### config.mk
export PLATFORM = sky130hd
export DESIGN_NAME = change_dispenser
export DESIGN_NICKNAME = d
export VERILOG_FILES = /design/src/rtl/vendor_pkg.sv /design/src/rtl/coin_select.sv /design/src/rtl/change_dispenser.sv
export SDC_FILE = /design/constraint.sdc
export NUM_CORES = 1
export LEC_CHECK = 0
export ABC_AREA = 0
export CORE_UTILIZATION = 46
export DETAILED_ROUTE_END_ITERATION = 7
export PLACE_DENSITY = 0.83
export SKIP_CTS_REPAIR_TIMING = 1
export SYNTH_ARGS = -nofsm -noshare
export SYNTH_HDL_FRONTEND = slang
export SYNTH_SLANG_ARGS = --single-unit
### constraint.sdc
create_clock -name clk -period 2.3 [get_ports clk]
set_input_delay 0.575 -clock clk [delete_from_list [all_inputs] [get_ports clk]]
set_output_delay 0.575 -clock clk [all_outputs]
set_load 0.01 [all_outputs]
### src/rtl/vendor_pkg.sv
// Shared vending definitions: coin codes, coin value table and the dispenser state encoding.
package vendor_pkg;

  localparam int NUM_COINS = 4;

  localparam logic [1:0] COIN_10  = 2'd0;
  localparam logic [1:0] COIN_20  = 2'd1;
  localparam logic [1:0] COIN_50  = 2'd2;
  localparam logic [1:0] COIN_100 = 2'd3;

  typedef enum logic [2:0] {
    IDLE,
    SELECT,
    EJECT,
    DONE,
    FAULT
  } state_t;

  function automatic logic [8:0] coin_value(input logic [1:0] code);
    case (code)
      COIN_10:  coin_value = 9'd10;
      COIN_20:  coin_value = 9'd20;
      COIN_50:  coin_value = 9'd50;
      default:  coin_value = 9'd100;
    endcase
  endfunction

endpackage

### src/rtl/coin_select.sv
// Greedy coin picker: largest available denomination not exceeding the remaining balance.
module coin_select
  import vendor_pkg::*;
(
  input  logic [8:0] remaining,
  input  logic [3:0] avail,
  output logic       sel_valid,
  output logic [1:0] sel_coin
);

  // Ascending scan, so the last match is the largest eligible coin.
  always_comb begin
    sel_valid = 1'b0;
    sel_coin  = COIN_10;
    for (int i = 0; i < NUM_COINS; i++) begin
      if (avail[i] && coin_value(2'(i)) <= remaining) begin
        sel_valid = 1'b1;
        sel_coin  = 2'(i);
      end
    end
  end

endmodule

### src/rtl/change_dispenser.sv
// Refund payout controller driving a coin hopper handshake with per-coin timeout.
// Define CHANGE_INVENTORY_EN to track per-denomination stock with restock input.
module change_dispenser
  import vendor_pkg::*;
#(
  parameter int INV_W         = 8,
  parameter int INIT_COUNT    = 16,
  parameter int EJECT_TIMEOUT = 255
) (
  input  logic       clk,
  input  logic       reset,
  input  logic       refund_req,
  input  logic [8:0] refund_amount,
  input  logic       eject_done,
  input  logic       restock_valid,
  input  logic [1:0] restock_coin,
  output logic       eject_valid,
  output logic [1:0] eject_coin,
  output logic       busy,
  output logic       refund_done,
  output logic       refund_short,
  output logic       fault,
  output logic [8:0] remaining
);

  localparam int TW = $clog2(EJECT_TIMEOUT + 1);

  state_t        state, state_nxt;
  logic [1:0]    cur_coin;
  logic [TW-1:0] tmo_cnt;
  logic [3:0]    avail;
  logic          sel_valid;
  logic [1:0]    sel_coin;
  logic          take;

  assign take = (state == EJECT) && eject_done;

  coin_select u_sel (
    .remaining (remaining),
    .avail     (avail),
    .sel_valid (sel_valid),
    .sel_coin  (sel_coin)
  );

`ifdef CHANGE_INVENTORY_EN
  logic [INV_W-1:0] stock [NUM_COINS];

  // Restock and eject of the same coin in one cycle cancel out.
  always_ff @(posedge clk or posedge reset) begin
    if (reset) begin
      for (int i = 0; i < NUM_COINS; i++) stock[i] <= INV_W'(INIT_COUNT);
    end else begin
      for (int i = 0; i < NUM_COINS; i++) begin
        if (restock_valid && restock_coin == 2'(i) && !(take && cur_coin == 2'(i))) begin
          if (stock[i] != '1) stock[i] <= stock[i] + 1'b1;
        end else if (take && cur_coin == 2'(i) &&
                     !(restock_valid && restock_coin == 2'(i))) begin
          stock[i] <= stock[i] - 1'b1;
        end
      end
    end
  end

  always_comb begin
    avail = '0;
    for (int i = 0; i < NUM_COINS; i++) avail[i] = (stock[i] != '0);
  end
`else
  logic unused_cfg;
  assign unused_cfg = ^{restock_valid, restock_coin, INV_W[0], INIT_COUNT[0]};
  assign avail      = '1;
`endif

  always_ff @(posedge clk or posedge reset) begin
    if (reset) state <= IDLE;
    else       state <= state_nxt;
  end

  always_comb begin
    state_nxt = state;
    case (state)
      IDLE:   if (refund_req) state_nxt = SELECT;
      SELECT: if (remaining != '0 && sel_valid) state_nxt = EJECT;
              else state_nxt = DONE;
      EJECT:  if (eject_done) state_nxt = SELECT;
              else if (tmo_cnt == TW'(EJECT_TIMEOUT - 1)) state_nxt = FAULT;
      DONE:   state_nxt = IDLE;
      FAULT:  state_nxt = FAULT;
      default: state_nxt = IDLE;
    endcase
  end

  always_ff @(posedge clk or posedge reset) begin
    if (reset) begin
      remaining    <= '0;
      cur_coin     <= COIN_10;
      refund_short <= 1'b0;
      tmo_cnt      <= '0;
    end else begin
      case (state)
        IDLE: if (refund_req) begin
          remaining    <= refund_amount;
          refund_short <= 1'b0;
        end
        SELECT: begin
          cur_coin <= sel_coin;
          tmo_cnt  <= '0;
          if (remaining != '0 && !sel_valid) refund_short <= 1'b1;
        end
        EJECT: begin
          if (eject_done) remaining <= remaining - coin_value(cur_coin);
          else            tmo_cnt   <= tmo_cnt + 1'b1;
        end
        default: ;
      endcase
    end
  end

  assign eject_valid = (state == EJECT);
  assign eject_coin  = eject_valid ? cur_coin : COIN_10;
  assign busy        = (state != IDLE);
  assign refund_done = (state == DONE);
  assign fault       = (state == FAULT);

endmodule

* Word-level counts from Yosys, hierarchy flattened *
Index checks and enable logic that the tools add are counted.
Widths: inputs -> output; s select.

storage, ports and cells
  output and inout bits = 16
  register bits = 23
  bits of input ports = 16

operators by class
  reductions and logical operators = 14
  equality and inequality tests = 12
  add/sub/neg operators = 2
  magnitude comparators = 4
  muxes and demuxes = 24

operator list
  cell                 count
  $mux 9               4
  $pmux 7 s3           1
  $pmux 9 s2           1
  $pmux 8 s2           1
  $pmux 3 s4           1
  $le 4x9->1 const A   1
  $le 5x9->1 const A   1
  $le 6x9->1 const A   1
  $le 7x9->1 const A   1
  $mux 3               3
  $reduce_bool 9->1    1
  $sub 9x9->9          1
  $add 8x1->8 const B  1
  $eq 8x8->1 const B   1
  $mux 1               8
  $mux 8               1
  $ne 2x2->1 const B   4
  $eq 3x2->1 const B   2
  $mux 2               3
  $reduce_and 3->1     2
  $reduce_bool 2->1    3
  $reduce_and 2->1     2
  $eq 3x1->1 const B   1
  $eq 3x3->1 const B   1
  9 further kinds      10

* Longest topological paths before layout *
Gate-level depths: netlist of the first run.

  depth after elaboration = 9
  depth in mapped cells = 12
  mapped depth without buffers = 12

* Hierarchy *
From an unflattened synthesis of the first run, not the netlist that was laid out.

second synthesis, totals
  cell total of the unflattened synthesis = 188
  area total of the unflattened synthesis = 1631.6 µm²

by module, submodules not included
  module            instances  seq. area each (µm²)  area an instance (µm²)  cells each
  change_dispenser  1          575.6                 1511.4                  170
  coin_select       1          0.0                   120.1                   18

* Worst setup path after synthesis of the first run *
Ideal clock, no wire load.

  kind = reg-to-reg
  start point = register cur_coin[0]
  end point = register remaining[7]
  setup time = 0.121 ns
  data arrival time = 2.237 ns
  required time = 2.179 ns
  buffers on the path = 0
  slack = -0.059 ns
  stages on the path, launching flop included = 13
  cell sequence = dfrtp_1 > inv_1 > ha_1 > nor2_1 > nor2_1 > ha_1 > inv_1 > fa_1 > a211oi_1 > o21bai_1 > a21oi_1 > a31oi_1 > o22a_1

on the way
  cells in the longest elaborated chain, start to end = 7
  elaborated cells on any way between the ends = 9
  those cells by class = 1 x add/sub; 2 x eq/ne; 5 x mux; 1 x reduce/logical

RTL lines
  item                                      line                     source
  start, declared                           change_dispenser.sv:29   logic [1:0] cur_coin;
  start signal, assigned                    change_dispenser.sv:106  cur_coin <= sel_coin;
  $eq 2x2->1, or another cell as far along  vendor_pkg.sv:20         case (code)
  $pmux 7 s3 (*)                            vendor_pkg.sv:20
  $mux 9 (*)                                change_dispenser.sv:111  if (eject_done) remaining <= remaining - coin_value(cur_coin);
  $mux 9 (*)                                change_dispenser.sv:100  case (state)
  $sub 9x9->9 (*)                           change_dispenser.sv:111
  $mux 9 (*)                                change_dispenser.sv:111
  $pmux 9 s2 (*)                            change_dispenser.sv:100
  end signal, assigned                      change_dispenser.sv:102  remaining <= refund_amount;
  end signal, assigned                      change_dispenser.sv:111
  end, declared                             change_dispenser.sv:23   output logic [8:0] remaining

Every way passes the cells marked *; elsewhere a longest branch is shown, timed or not. The select of a mux whose other input is x is not followed.
A chain may end at the register's enable or synchronous reset.

* Worst setup path after layout of the first run *
  start point = register cur_coin[1]
  end point = register remaining[7]

The elaborated chain is that of the path after synthesis.

==> out/metrics.yaml, run 1 <==
yosys_register_bits: 23
postSynthAreaPerCell_um2: 8.57
start_util_pct: 48.4
hold_path_class: "register to register"
clk_latency_ps: 320
cts_buffer_depth: 2
power_mw: 3.06
dieHeight_um: 61.5
p_leak_nw: 1.02
synth_fp_nets: 218
antenna_found_initial: 0
via_per_inst: 5.55
ir_drop_mv: 0.828
grt_usage_pct: 22.0
hold_viol: 0
yosysWarnings: 0
htree_levels: 1
endpoint_kind: "register"
grt_max_degree: 24
first_pass_iters: 4
drtIter0Drc: 139
nets: 269
hpwl_mm: 2.68
cts-root-buf: "clkbuf_4"
cts_sinks: 23
worstPathMaxFanout: 3
finalWirelength_mm: 4.13
avgRoutedWirePerCell_um: 14.4
ys.flop_type: "dfrtp_1"
layout_common_cells: "26 x nor2_1, 24 x clkdlybuf4s50_1, 24 x buf_4"
relSlewSlack_pct: 78.9
antenna_cells: 0
cts_buffers: 3
maxCapViolCount: 0
drc_errors: 0
start_kind: "register"
status: "finished with violations"
min_period_ps: 2360
clock_skew_ps: 7.65
numPortBuffers: 28
slew_viol_final: 0
coreArea_mm2: 0.00336
async_flop_share_pct: 100
via_count: 1586
gp_congestion: 0.812
grt_first_pass_wirelength_mm: 6.24
register_area_um2: 581
die-area_mm2: 0.00378
fin_crit_sh_pct: 102
worst_pin_slew_ps: 314
tns_ps: -56.8
multi_input_area_mm2: 0.00105
synth_edf_count: 0
fmax_mhz: 424
nFillCells: 297
rsz0062_at_grt: "true"
synthesis.instances: 190
cp.arrival_ps: 2580
setup_violations: 1
critPathKind: "register to register"
pwr_density_cell_mw_per_mm2: 1360
setup_slack_ps: -56.8
required_ps: 2520
layout-drive-gt1-share_pct: 24.6
drtAntennaViolNets: 0
grt-ovfl-total: 0
ys_seq_area_share_pct: 35.4
preCtsSetupSlack_ps: -80.4
clk_pin_slew_worst_paths_ps: 130
syn2layout_area_growth_pct: 37.7
tritoncts: "yes"
final_common_cell: "nor2_1"
violations: "negative setup slack"
ioPinCount: 32
rows: 21
synth.distinct_cells: 47
fp.dieW_um: 61.5
grt_pass1_vias: 1401
synth_area_mm2: 0.00163
post-route-util_pct: 66.6
registers in the layout (all words and copies together) (netlist names):
name / flops
tmo_cnt: 8
remaining: 9
state: 3
cur_coin: 2
refund_short: 1
layout make-up:
type / count / share of cell area (%)
Inverter: 13 / 2.18
Timing Repair Buffer: 53 / 21.5
Clock buffer: 4 / 1.17
Sequential cell: 23 / 25.9
Tap cell: 46 / 2.57
Multi-Input combinational cell: 147 / 46.7
kinds of logic (layout without fill, tap and decap cells):
family                   Yosys count  after routing  synth area share, %
XOR/XNOR                           5              5                 2.69
flip-flops                        23             23                 35.4
AND/OR/NAND/NOR                   78             78                 24.2
AO/OA/AOI/OAI                     48             48                 19.1
buffers and inverters             20             70                 6.07
multiplexers                       4              4                 2.92
adder cells (fa/ha/maj)           12             12                 9.68
path summary, 6_finish.rpt:
check / to / slack (ps) / from / cells after the start
max: remaining[7] / -60 / cur_coin[1] / 12
max reg2reg: remaining[7] / -60 / cur_coin[1] / 12
min: refund_short / 530 / refund_short / 2
min reg2reg: refund_short / 530 / refund_short / 2
max in group asynchronous: cur_coin[1] / 1470 / reset / 3
min in group asynchronous: state[2] / 570 / reset / 3
critical path, stage by stage, from the launching register on:
cell	delay, ps
dfrtp_2	470
inv_2	100
ha_4	140
nor2_2	50
nor2_4	120
ha_4	150
inv_2	40
fa_2	360
a211oi_2	270
o21bai_1	100
a21oi_2	150
a31oi_1	90
o22a_1	210
synthesized netlist by cell type (3+ instances only):
master	count	share of area (%)
nand4_1	4	1.5
or3_1	3	1.2
a31oi_1	5	1.9
nor2_1	28	6.5
a211oi_1	3	1.4
nor3b_1	3	1.4
nand3_1	6	1.8
nor3_1	5	1.5
and3_1	3	1.2
dfrtp_1	23	35
inv_1	12	2.8
a21oi_1	11	3.4
nand2_1	14	3.2
ha_1	11	8.5
o21ai_0	13	4.0
xor2_1	4	2.2
buf_6	3	2.1
o211ai_1	4	1.8
per-stage QoR:
step / std cells / hold WS (ps) / instance area, um^2
6_report: 286 / 533 / 2240
5_1_grt: 286 / 570 / 2240
4_1_cts: 277 / 521 / 2070
3_5_place_dp: 273 / 490 / 2040
3_3_place_gp: 273 / 475 / 2040
2_1_floorplan: 190 / 505 / 1630
routing by layer:
layer,track usage (%),vias up,routed length [um]
li1,-,773,-
met1,28.7,765,1830
met2,38.9,42,2090
met3,3.78,6,154
met4,3.17,0,53
met5,0,-,0
where the power goes:
group | internal [mW] | leakage (nW) | total, mW | switching, mW
logic | 1.03 | 0.724 | 2.08 | 1.05
registers | 0.544 | 0.283 | 0.778 | 0.234
clock network | 0.0679 | 0.0150 | 0.201 | 0.133
No activity file was read; power rests on OpenSTA's default activity.
==> inputs of run 2 (changes only) <==
--- a/config.mk
+++ b/config.mk
@@ -6,9 +6,10 @@
 export NUM_CORES = 1
 export LEC_CHECK = 0
 export ABC_AREA = 0
-export CORE_UTILIZATION = 46
+export CORE_UTILIZATION = 40
+export CTS_CLUSTER_DIAMETER = 60
 export DETAILED_ROUTE_END_ITERATION = 7
-export PLACE_DENSITY = 0.83
+export PLACE_DENSITY = 0.79
 export SKIP_CTS_REPAIR_TIMING = 1
 export SYNTH_ARGS = -nofsm -noshare
 export SYNTH_HDL_FRONTEND = slang
==> run 2 against run 1 <==
Clock power increased by 26%. Critical endpoint is now remaining[6]. Final cell count up 0.70%. Combinational power increased by 2%. Largest power group unchanged. The flow still finishes with violations (negative setup slack). Hold slack worse by 25 ps.
==> out/metrics.yaml, run 2 (same netlist as run 1, synthesis figures left out) <==
clk_latency_ps: 260  # -60 ps
pwr_density_cell_mw_per_mm2: 1410  # +3.3%
cts_buffers: 3  # unchanged
power_mw: 3.16  # +3.3%
setup_slack_ps: -214  # -157 ps
relSlewSlack_pct: 79.7  # +0.83 points
regMostFlops: "remaining"
die-area_mm2: 0.00433  # +14%
post-route-util_pct: 59.4  # -7.2 points
worstPathMaxFanout: 4  # +1
maxCapViolCount: 0  # unchanged
numPortBuffers: 28  # unchanged
clk_pin_slew_worst_paths_ps: 80  # -50 ps
nets: 269  # unchanged
grt_first_pass_wirelength_mm: 6.32  # +1.3%
setup_violations: 3  # +2
antenna_cells: 0  # unchanged
start_kind: "register"
worst_pin_slew_ps: 301  # -12.9 ps
slew_viol_final: 0  # unchanged
cp.arrival_ps: 2670  # +90 ps
fp.dieW_um: 65.8  # +7.0%
rows: 22  # +4.8%
p_leak_nw: 0.990  # -3.1%
largest_reg_flops: 9  # unchanged
first_pass_iters: 4  # unchanged
required_ps: 2450  # -70 ps
min_period_ps: 2510  # +157 ps
start_util_pct: 43.2  # -5.2 points
htree_levels: 1  # unchanged
hold_ws_ps: 508  # -25.3 ps
fin_crit_sh_pct: 109  # +6.8 points
cts_buffer_depth: 2  # unchanged
drtIter0Drc: 50  # -64%
violations: "negative setup slack"
cts_sinks: 23  # unchanged
grt_usage_pct: 19.0  # -3.0 points
grt_max_degree: 24  # unchanged
drc_errors: 0  # unchanged
grt_pass1_vias: 1416  # +1.1%
ioPinCount: 32  # unchanged
endpoint_kind: "register"
cts-root-buf: "clkbuf_8"
drtAntennaViolNets: 0  # unchanged
dieHeight_um: 65.8  # +7.0%
critPathKind: "register to register"
clock_skew_ps: 2.92  # -4.73 ps
via_count: 1539  # -3.0%
fmax_mhz: 398  # -6.3%
layout_common_cells: "27 x nor2_1, 27 x clkdlybuf4s50_1, 21 x dfrtp_1, 21 x buf_4, 14 x nand2_1"
status: "finished with violations"
finalWirelength_mm: 3.91  # -5.4%
hpwl_mm: 2.80  # +4.5%
hold_viol: 0  # unchanged
coreArea_mm2: 0.00377  # +12%
top_regs: "remaining (9), tmo_cnt (8), state (3)"
gp_congestion: 0.805  # -0.89%
syn2layout_area_growth_pct: 37.7  # unchanged
tritoncts: "yes"
via_per_inst: 5.34  # -3.6%
ir_drop_mv: 1.15  # +38%
antenna_found_initial: 0  # unchanged
layout-drive-gt1-share_pct: 22.5  # -2.1 points
rsz0062_at_grt: "true"
hold_path_class: "register to register"
grt-ovfl-total: 0  # unchanged
avgRoutedWirePerCell_um: 13.6  # -6.1%
nFillCells: 308  # +3.7%
run 2: cell count changes in the layout (fill, tap and decap cells not counted), moves of 3 or more:
cell             before  now
buf_6                 1    4
clkbuf_4              3    0
buf_4                24   21
dlymetal6s2s_1        4    1
clkbuf_8              0    3
clkdlybuf4s50_1      24   27
run 2: area by class of cell:
cell class / count / area, um^2 / share of cell area (%)
clock buffers: 4 / 45.0 / 2.01
inverters: 13 / 48.8 / 2.18
multi-input cells: 147 / 1020 / 45.7
flip-flops and latches: 23 / 578 / 25.8
well taps: 48 / 60.1 / 2.68
repair buffers: 53 / 485 / 21.7
run 2: path summary, 6_finish.rpt:
path                                endpoint  slack (ps)  cells past startpoint          from
min in group asynchronous         tmo_cnt[4]         650                      3         reset
worst min-delay path            refund_short         510                      2  refund_short
worst min register to register  refund_short         510                      2  refund_short
worst max-delay path            remaining[6]        -210                     16   cur_coin[1]
max in group asynchronous           state[1]        1400                      3         reset
worst max register to register  remaining[6]        -210                     16   cur_coin[1]
run 2: routing by layer:
metal / vias up / track usage [%] / share of wire, %
li1: 770 / - / -
met1: 728 / 25.0 / 46
met2: 35 / 32.9 / 50
met3: 6 / 2.07 / 2.4
met4: 0 / 4.89 / 1.2
met5: - / 0 / 0
run 2: worst max-delay path, cell delays in order (launching register included):
cell	delay (ps)
dfrtp_1	460
inv_2	80
ha_4	160
nor2_2	90
nor2_1	50
ha_2	170
buf_4	130
buf_6	100
buf_6	100
buf_6	100
buf_6	110
nor2b_4	130
o31ai_4	90
a21oi_2	230
buf_4	150
mux2i_1	170
nand3_1	80
run 2: where the power goes:
part / switching, mW / internal, mW / leakage, nW
logic: 1.06 / 1.07 / 0.683
registers: 0.237 / 0.542 / 0.284
clock network: 0.131 / 0.124 / 0.0228
run 2: metrics by stage:
| stage | TNS (ps) | setup WS, ps | std cells | instance area [um^2] |
|---|---|---|---|---|
| global route | -1010 | -300 | 288 | 2240 |
| floorplan | 0 | 41.5 | 190 | 1630 |
| finish | -462 | -214 | 288 | 2240 |
| CTS | -267 | -212 | 280 | 2100 |
| global placement | -93.5 | -93.5 | 276 | 2050 |
| detailed placement | -249 | -200 | 276 | 2050 |
==> inputs of run 3 (changes only) <==
--- a/config.mk
+++ b/config.mk
@@ -9,7 +9,7 @@
 export CORE_UTILIZATION = 40
 export CTS_CLUSTER_DIAMETER = 60
 export DETAILED_ROUTE_END_ITERATION = 7
-export PLACE_DENSITY = 0.79
+export PLACE_DENSITY = 0.67
 export SKIP_CTS_REPAIR_TIMING = 1
 export SYNTH_ARGS = -nofsm -noshare
 export SYNTH_HDL_FRONTEND = slang
==> run 3 against run 2 <==
The flow still finishes with violations (negative setup slack). Sequential share of layout area up 0.45 points. Final cell count is 0.35% lower. Sequential power down 0.5%. Highest routed layer unchanged.
==> out/metrics.yaml, run 3 (same netlist as run 1, synthesis figures left out) <==
power_mw: 3.04  # -3.7%
hold_viol: 0  # unchanged
syn2layout_area_growth_pct: 35.6
hold_depth: 2  # unchanged
final_cell_area_mm2: 0.00221  # -1.5%
fp.dieW_um: 65.8  # unchanged
worstPathMaxFanout: 3  # -1
top_regs: "remaining (9), tmo_cnt (8), state (3)"
numPortBuffers: 28  # unchanged
cts_sinks: 23  # unchanged
clock_skew_ps: 1.24  # -1.69 ps
max_stage_delay_ps: 420  # -40 ps
drc_errors: 0  # unchanged
endpoint_kind: "register"
maxCapViolCount: 0  # unchanged
min_period_ps: 2360  # -152 ps
start_kind: "register"
die-area_mm2: 0.00433  # unchanged
fin_crit_sh_pct: 103  # -6.6 points
rr_worst_depth: 13  # -3
p_leak_nw: 0.992  # +0.16%
antenna_cells: 0  # unchanged
grt_usage_pct: 19.2  # +0.20 points
cp.buffers_inverters: 4  # -3
grt-ovfl-total: 0  # unchanged
fin_cells: 287  # -0.35%
regMostFlops: "remaining"
grt_max_degree: 24  # unchanged
fmax_mhz: 423  # +6.4%
critPathKind: "register to register"
cts_buffer_depth: 2  # unchanged
first_pass_iters: 4  # unchanged
violations: "negative setup slack"
finalWirelength_mm: 3.94  # +0.95%
dp_cells: 276  # unchanged
dieHeight_um: 65.8  # unchanged
cp.depth: 13  # -3
status: "finished with violations"
rows: 22  # unchanged
setup_violations: 2  # -1
tritoncts: "yes"
via_count: 1511  # -1.8%
grt_pass1_vias: 1364  # -3.7%
drtIter0Drc: 65  # +30%
avgRoutedWirePerCell_um: 13.7  # +1.3%
nets: 268  # -0.37%
placed_cell_area_mm2: 0.00205  # unchanged
cts-root-buf: "clkbuf_8"
slew_viol_final: 0  # unchanged
cts_buffers: 3  # unchanged
antenna_found_initial: 0  # unchanged
layout-drive-gt1-share_pct: 22.2  # -0.32 points
tns_ps: -104  # +358 ps
via_per_inst: 5.26  # -1.5%
path_cells: "inv_2 > ha_4 > nor2_2 > nor2_1 > ha_2 > inv_2 > fa_2 > buf_4 > buf_4 > a21o_1 > a211o_1 > o211ai_1 > a21oi_1"
htree_levels: 1  # unchanged
setup_slack_ps: -62.6  # +152 ps
clk_latency_ps: 260  # about the same
rsz0062_at_grt: "true"
hold_path_class: "register to register"
relSlewSlack_pct: 77.8  # -1.9 points
largest_reg_flops: 9  # unchanged
required_ps: 2450  # about the same
gp_congestion: 0.819  # +1.7%
cp_top_family: "adder cells"
drtAntennaViolNets: 0  # unchanged
crit_path_top_delay_cell: "dfrtp_1"
worst_pin_slew_ps: 333  # +31.4 ps
cp.arrival_ps: 2510  # -160 ps
layout_common_cells: "27 x nor2_1, 26 x clkdlybuf4s50_1, 24 x buf_4"
ioPinCount: 32  # unchanged
pwr_density_cell_mw_per_mm2: 1380  # -2.2%
ir_drop_mv: 0.951  # -17%
hpwl_mm: 2.82  # +0.88%
grt_first_pass_wirelength_mm: 6.37  # +0.76%
coreArea_mm2: 0.00377  # unchanged
final_common_cell: "nor2_1"
clk_pin_slew_worst_paths_ps: 80  # about the same
start_util_pct: 43.2  # unchanged
[run 3: power breakdown]
group	internal (mW)	total (mW)	leakage [nW]	switching (mW)
Clock	0.124	0.251	0.0228	0.128
Combinational	1.01	2.02	0.685	1.00
Sequential	0.543	0.775	0.284	0.232
[run 3: cell type report]
cell class | count | area (um^2)
Fill cell | 343 | 1560
Multi-Input combinational cell | 147 | 1010
Timing Repair Buffer | 52 | 465
Clock buffer | 4 | 45.0
Tap cell | 48 | 60.1
Inverter | 13 | 48.8
Sequential cell | 23 | 579
[run 3: worst paths after layout]
kind / start / to / slack [ps]
worst min-delay path: refund_short / refund_short / 490
worst max-delay path: cur_coin[0] / remaining[5] / -60
worst min register to register: refund_short / refund_short / 490
min in group asynchronous: reset / tmo_cnt[5] / 660
max in group asynchronous: reset / state[2] / 1390
worst max register to register: cur_coin[0] / remaining[5] / -60
[run 3: worst min-delay path: stages, from the launching register on]
cell	delay (ps)
dfrtp_1	350
nand2_1	50
o21ai_0	60
[run 3: metrics by stage]
step	setup slack [ps]	utilization [%]	hold WS, ps
global route	-201	58.5	536
CTS	-130	55.6	499
detailed placement	-90.1	54.4	480
finish	-62.6	58.5	489
global placement	-53.2	54.4	468
floorplan	41.5	-	505
[run 3: layer usage]
| layer | global-route usage [%] | vias up | wire (um) |
|---|---|---|---|
| li1 | - | 765 | - |
| met1 | 27.4 | 714 | 1990 |
| met2 | 30.2 | 28 | 1770 |
| met3 | 1.55 | 4 | 125 |
| met4 | 6.52 | 0 | 54 |
| met5 | 0 | - | 0 |
